$ cat src/rtl/fetch_pc_unit.sv
// Fetch-stage PC register, next-PC selection and instruction field split.
// Bit 0 is the MSB on every [0:N] vector.
module fetch_cla32 (
  input  logic [31:0] a,
  input  logic [31:0] b,
  output logic [31:0] sum
);
  logic [31:0] g, p, c;
  logic [7:0]  gg, gp, gc;
  logic        term, acc_p;

  always_comb begin
    g = a & b;
    p = a ^ b;
    gg = '0;
    gp = '1;
    gc = '0;
    c = '0;
    term = 1'b0;
    acc_p = 1'b1;
    for (int i = 0; i < 8; i++) begin
      for (int k = 0; k < 4; k++) begin
        gg[i] = g[4*i+k] | (p[4*i+k] & gg[i]);
        gp[i] = gp[i] & p[4*i+k];
      end
    end
    // Group carries in flattened lookahead form; carry-in is zero.
    for (int i = 0; i < 7; i++) begin
      term = gg[i];
      acc_p = gp[i];
      for (int j = i - 1; j >= 0; j--) begin
        term = term | (acc_p & gg[j]);
        acc_p = acc_p & gp[j];
      end
      gc[i+1] = term;
    end
    for (int i = 0; i < 8; i++) begin
      c[4*i] = gc[i];
      for (int k = 1; k < 4; k++)
        c[4*i+k] = g[4*i+k-1] | (p[4*i+k-1] & c[4*i+k-1]);
    end
    sum = p ^ c;
  end
endmodule

module fetch_pc_unit #(
  parameter logic [31:0] INIT_ADDRESS = 32'h0
) (
  input  logic        clk,
  input  logic        reset,
  input  logic [0:31] instr,
  input  logic [0:1]  jump_type,
  input  logic        cond_src,
  input  logic [0:31] alu_out,
  input  logic [0:31] fpsr,
  input  logic [0:31] jump_reg,
  input  logic [0:31] iar,
  output logic [0:31] pc,
  output logic [0:31] pc_plus_8,
  output logic [0:31] next_pc,
  output logic        take_jump,
  output logic [0:5]  opcode,
  output logic [0:5]  func,
  output logic [0:4]  rs1,
  output logic [0:4]  rs2,
  output logic [0:4]  rd,
  output logic [0:15] imm
);
  logic [0:31] pc_plus_4, tgt16, tgt26, sext16, sext26, target;
  logic        uncond, is_branch, cond;
  logic        unused_bits;

  assign unused_bits = ^{alu_out[0:30], fpsr[0:30]};

  always_ff @(posedge clk or negedge reset) begin
    if (!reset) pc <= INIT_ADDRESS;
    else        pc <= next_pc;
  end

  assign sext16 = {{16{instr[16]}}, instr[16:31]};
  assign sext26 = {{6{instr[6]}}, instr[6:31]};

  fetch_cla32 u_add4  (.a(pc),        .b(32'd4),  .sum(pc_plus_4));
  fetch_cla32 u_add8  (.a(pc_plus_4), .b(32'd4),  .sum(pc_plus_8));
  fetch_cla32 u_add16 (.a(pc_plus_4), .b(sext16), .sum(tgt16));
  fetch_cla32 u_add26 (.a(pc_plus_4), .b(sext26), .sum(tgt26));

  assign opcode = instr[0:5];
  assign rs1    = instr[6:10];
  assign rs2    = instr[11:15];
  assign rd     = instr[16:20];
  assign imm    = instr[16:31];
  assign func   = opcode[5] ? {1'b0, instr[27:31]} : instr[26:31];

  assign uncond = (opcode == 6'h02) || (opcode == 6'h03) ||
                  (opcode == 6'h12) || (opcode == 6'h13);
  assign is_branch = (opcode[0:2] == 3'b000) && opcode[3];
  assign cond      = cond_src ? alu_out[31] : fpsr[31];
  assign take_jump = uncond || (is_branch && cond);

  always_comb begin
    target = jump_reg;
    unique case (jump_type)
      2'b00: target = jump_reg;
      2'b01: target = tgt16;
      2'b10: target = tgt26;
      2'b11: target = iar;
      default: target = jump_reg;
    endcase
  end

  assign next_pc = take_jump ? target : pc_plus_4;
endmodule

$ cat config.mk
export PLATFORM = sky130hd
export DESIGN_NAME = fetch_pc_unit
export DESIGN_NICKNAME = d
export VERILOG_FILES = /design/src/rtl/fetch_pc_unit.sv
export SDC_FILE = /design/constraint.sdc
export NUM_CORES = 1
export LEC_CHECK = 0
export CAP_MARGIN = 15
export CORE_AREA = 2 2 117 119
export DETAILED_ROUTE_END_ITERATION = 8
export DIE_AREA = 0 0 119 121
export PLACE_DENSITY = 0.81
export SYNTH_ARGS = -nofsm -noshare
export SYNTH_HDL_FRONTEND = slang
export SYNTH_SLANG_ARGS = --single-unit
export TNS_END_PERCENT = 5
$ cat constraint.sdc
create_clock -name clk -period 8.3 [get_ports clk]
set_clock_uncertainty 0.15 [all_clocks]
set_input_delay 0.83 -clock clk [delete_from_list [all_inputs] [get_ports clk]]
set_output_delay 0.83 -clock clk [all_outputs]
set_load 0.01 [all_outputs]
* Word level (Yosys, flattened, before mapping)
Index checks and enable logic that the tools add are counted.
Cells by class: equal/unequal tests 7, muxes and demuxes 4, bitwise gates (word level) 450, reduce and logical (&&, ||, !) cells 8
Operators with widths (number):
- $and A1 B1 Y1 | 314
- $xor A32 B32 Y32 | 6
- $pmux W32 S4 | 1
- $or A1 B1 Y1 | 126
- $and A31 B31 Y31 | 2
- $mux W32 | 1
- $eq A6 B2 Y1 const B | 2
- $eq A6 B5 Y1 const B | 2
- $mux W6 | 1
- $eq A2 B2 Y1 const B | 2
- $logic_or A1 B1 Y1 | 4
- $logic_not A3 Y1 | 1
- $eq A2 B1 Y1 const B | 1
- $logic_and A1 B1 Y1 | 2
- $logic_not A2 Y1 | 1
- $not A1 Y1 | 2
- $mux W1 | 1
Word-level totals: register bits 32, bits of input ports 165, word-level logic and storage cells 470

* Depth between registers and ports, before layout
Gate-level depths: netlist of run 1.
word-level depth 36, depth in mapped cells 25, depth with buffers taken out 25

* Cells and area by module
Synthesis of run 1 repeated with hierarchy kept, for this count alone.
Second synthesis, totals: cells, all modules 578, area, all modules 6957.9 um2
By module, submodules not included:
- fetch_pc_unit | times used 1, cells each 156, area each 2382.3 um2
- fetch_cla32 (u_add4) | times used 1, cells each 105, area each 1163.6 um2
- fetch_cla32 (u_add16) | times used 1, cells each 104, area each 1141.1 um2
- fetch_cla32 (u_add26) | times used 1, cells each 107, area each 1139.8 um2
- fetch_cla32 (u_add8) | times used 1, cells each 106, area each 1131.1 um2

* Worst setup path before layout of run 1
OpenSTA, ideal clock, no wires.
kind input port to output port, start point input instr[31] (netlist bit), end point output next_pc[0] (netlist bit), data arrival time 5.296 ns, data required time 7.320 ns, slack 2.024 ns, stages 18, cells stage by stage ha_1 > fa_1 > fa_1 > fa_1 > a21oi_1 > nor2_1 > o311ai_1 > and3_1 > or3_1 > a41oi_1 > fa_1 > fa_1 > fa_1 > xor2_1 > xnor2_1 > mux4_2 > nor2_1 > a21oi_1
Between the ends: longest elaborated chain between the ends 18, elaborated cells between the ends (all ways) 34, classes of those cells mux: 2; bitwise: 32
Ends and longest elaborated chain:
- start: declaration | RTL line 51 | input logic [0:31] instr,
- $and A31 B31 Y31 | RTL line 13 | g = a & b;
- $and A1 B1 Y1 | RTL line 23 | gg[i] = g[4*i+k] | (p[4*i+k] & gg[i]);
- $or A1 B1 Y1 | RTL line 23
- $and A1 B1 Y1 | RTL line 23
- $or A1 B1 Y1 | RTL line 23
- $and A1 B1 Y1 | RTL line 23
- $or A1 B1 Y1 | RTL line 23
- $and A1 B1 Y1 | RTL line 32 | term = term | (acc_p & gg[j]);
- [2 not listed]
- $or A1 B1 Y1 | RTL line 40 | c[4*i+k] = g[4*i+k-1] | (p[4*i+k-1] & c[4*i+k-1]);
- $and A1 B1 Y1 | RTL line 40
- $or A1 B1 Y1 | RTL line 40
- $and A1 B1 Y1 | RTL line 40
- $or A1 B1 Y1 | RTL line 40
- $xor A32 B32 Y32 | RTL line 42 | sum = p ^ c;
- $pmux W32 S4 * | RTL line 103 | unique case (jump_type)
- $mux W32 * | RTL line 112 | assign next_pc = take_jump ? target : pc_plus_4;
- end: declaration | RTL line 60 | output logic [0:31] next_pc,
Every way passes the cells marked *; elsewhere a longest branch is shown, timed or not.

* Worst setup path in the final report of run 1
Same ends and word-level chain as after synthesis.

==> results of run 1 <==
## metrics by stage
step / hold WS (ns) / cells
after global routing: 0.480 / 838
after CTS: 0.452 / 838
after global placement: 0.433 / 830
after detailed placement: 0.443 / 830
after floorplan: 0.384 / 473
final: 0.444 / 839
## logic make-up after synthesis
logic type,Yosys count,synth area share
fa+ha+maj,116,0.349
simple gates,94,0.0979
buf+inv,76,0.0934
compound gates,70,0.0853
mux,56,0.160
flops,32,0.162
xor+xnor,29,0.0515
## per-layer routing
| metal | GRT usage | part of all wire | up-vias |
|---|---|---|---|
| met5 | 0 | 0 | - |
| met4 | 0.0588 | 0.019 | 0 |
| met3 | 0.0508 | 0.065 | 23 |
| met2 | 0.388 | 0.51 | 178 |
| met1 | 0.246 | 0.40 | 2124 |
| li1 | - | - | 2051 |
## Yosys cell counts (2+ instances only)
cell type,count
inv_2,3
dfrtp_1,32
a311oi_1,2
nand4_1,11
mux2_2,11
ha_1,80
inv_1,11
a21o_1,6
a21oi_1,20
o21ai_1,13
nand2_1,29
and3_1,3
buf_2,5
nor3_1,2
mux4_2,16
mux2i_1,16
xnor2_1,16
buf_4,45
or3_1,3
a211oi_1,8
mux2_1,13
o21ai_0,13
nand3_1,10
nor2b_1,5
nand2b_1,5
nor2_1,19
clkbuf_1,10
xor2_1,13
fa_1,36
buf_1,2
## cell type report
class | count | share of cell area
multi-input cells | 365 | 0.503
clock buffers | 8 | 0.0200
repair buffers | 243 | 0.330
inverters | 14 | 0.00719
diodes | 1 | 0.000342
well taps | 176 | 0.0301
flip-flops and latches | 32 | 0.110
## path summary, 6_finish.rpt
check	start	slack [ns]	to	cells past startpoint
max in group asynchronous	reset	6.95	pc[1]	1
setup reg to reg	pc[29]	1.88	pc[0]	23
hold reg to reg	pc[31]	0.44	pc[31]	2
min in group asynchronous	reset	0.52	pc[21]	1
setup / recovery	instr[31]	0.38	next_pc[0]	20
hold / removal	pc[31]	0.44	pc[31]	2
## repair_timing
item / 4_1_cts / 5_1_grt
setup buffers: 0 / 0
gates resized for setup: 0 / 1
endpoints found under the setup margin: 0 / 1
## worst max-delay path: stages
cell and delay (ns):
clkdlybuf4s50_1 0.44, ha_1 0.23, fa_1 0.39, fa_1 0.40, fa_1 0.47, a21oi_1 0.19
nor2_1 0.08, o311ai_1 0.27, and3_1 0.37, or3_1 0.21, a41oi_1 0.21, fa_1 0.46
fa_1 0.42, fa_1 0.42, xor2_1 0.18, xnor2_1 0.17, mux4_2 0.46, nor2_1 0.10
a21oi_1 0.08, clkdlybuf4s50_1 0.55
## power by group
| part | switching, uW | total (uW) | internal (uW) | leakage (uW) |
|---|---|---|---|---|
| Combinational | 869 | 1840 | 972 | 0.00269 |
| Sequential | 73.9 | 304 | 230 | 0.000377 |
| Clock | 71.3 | 191 | 120 | 0.0000712 |
==> key figures, run 1 <==
Outcome
  • Status: finished clean

Route
  • DR WL/cell: 18.1 um
  • Drt pass-1 iters: 6
  • DRT Wirelength: 15200 um
  • Vias after detailed routing: 4376
  • Drt via density: 5.22
  • Drc violations: 0
  • Post-route ant nets: 0
  • Initial DRC count: 217

Power
  • Tot Pwr: 2340 uW
  • Static Leak: 0.00314 uW
  • Max IR drop VDD: 0.153 mV
  • Power Dens Cells: 320 nW/um2

Global routing
  • Largest net degree at the start of global routing: 56
  • All-Layer GR Usage: 0.212
  • Vias in the first global route: 4795
  • Grt ovf: 0
  • Initial antenna violation count: 1
  • First-pass GRT wire length: 24300 um

Synthesis
  • Post-Synthesis Mean Instance Area: 10.4 um2
  • Cell taking the most area after synthesis: ha_1
  • Area contributors post-synth: ha_1 (20%), dfrtp_1 (16%), fa_1 (15%)
  • Post-synth EDFFs: 0
  • Synth cell types: 45
  • Post-synthesis cell area: 4930 um2
  • Ys Warns: 0
  • Syn Inst Count: 473
  • FF+latch count, synth: 32
  • Post-synth top area share: 0.203
  • Top_reg_cell synth: dfrtp_1
  • Post-Syn Nets: 754
  • Async S/R FF share, synth: 1.00
  • Register area share after synthesis: 0.162

Clock tree
  • CTS Buf Count: 5
  • CTS Sinks: 32
  • Max Root-Sink Buffers: 2
  • Worst skew pair latency: 0.28 ns
  • Clock Tree Root: clkbuf_16
  • CTS H-tree depth: 2
  • Hold-fix buffers at CTS: 0
  • TritonCTS clock tree: done
  • Reg clk slew, reported paths: 0.05 ns

STA
  • Slew HR: 0.255
  • Setup violators final: 0
  • Max Fclk: 0.126 GHz
  • Min Tclk post-route: 7.92 ns
  • Worst Tran Pin Value: 1.12 ns
  • Setup repair after global routing missed its margin: false
  • Final Hold Fails: 0
  • Setup TNS: 0 ns
  • Post-route setup slack: 0.380 ns
  • Max-slew violations: 0
  • Tcrit/Tclk final: 0.954

Final layout
  • Top reg by flops: pc
  • Final core occ: 0.559
  • Largest registers: pc x32
  • Fraction of layout cells with a size suffix above 1: 0.0725
  • Area of the multi-input gates: 3680 um2
  • Filler cell count: 1098
  • Finished Cell Area: 7310 um2
  • Commonest non-fill, non-tap cell in the layout: clkdlybuf4s50_1
  • Most frequent cells in the layout: clkdlybuf4s50_1 (238), ha_1 (80), fa_1 (36)
  • Layout area overhead: 48.2%
  • Reg area: 801 um2
  • Nets: 942
  • Largest register FFs: 32

Worst setup path
  • Critical Path RT: 7.32 ns
  • Worst Setup End Kind: output port
  • Crit path max fanout: 5
  • Setup CP Type: input pin to output port
  • CP Launch Type: input pin
  • Signal arrival time at the worst endpoint: 6.94 ns

Floorplanning
  • Die width: 119 um
  • Ports: 305
  • Cell Rows: 42
  • Initial cell density of the core: 0.377
  • Die footprint: 14400 um2
  • Core Area: 13100 um2
  • Die Y: 121 um

Placed design
  • Placement Setup Slack: 0.402 ns
  • PortBufs: 242
  • Dpl hpwl: 12300 um
  • Final Wtd Congestion: 0.828
  • Cell Area, Placed: 7150 um2

Flow run
  • Maxcap violations: 0

Worst hold path
  • Worst Hold Class: flip-flop to flip-flop
Power figures use the tool's default switching activity.
==> inputs of run 2 (changes only) <==
--- a/config.mk
+++ b/config.mk
@@ -9,6 +9,7 @@
 export CORE_AREA = 2 2 117 119
 export DETAILED_ROUTE_END_ITERATION = 8
 export DIE_AREA = 0 0 119 121
+export HOLD_SLACK_MARGIN = 0.06
 export PLACE_DENSITY = 0.81
 export SYNTH_ARGS = -nofsm -noshare
 export SYNTH_HDL_FRONTEND = slang
==> results of run 2 <==
No change in the layout: final DEF, timing and power equal those of run 1.
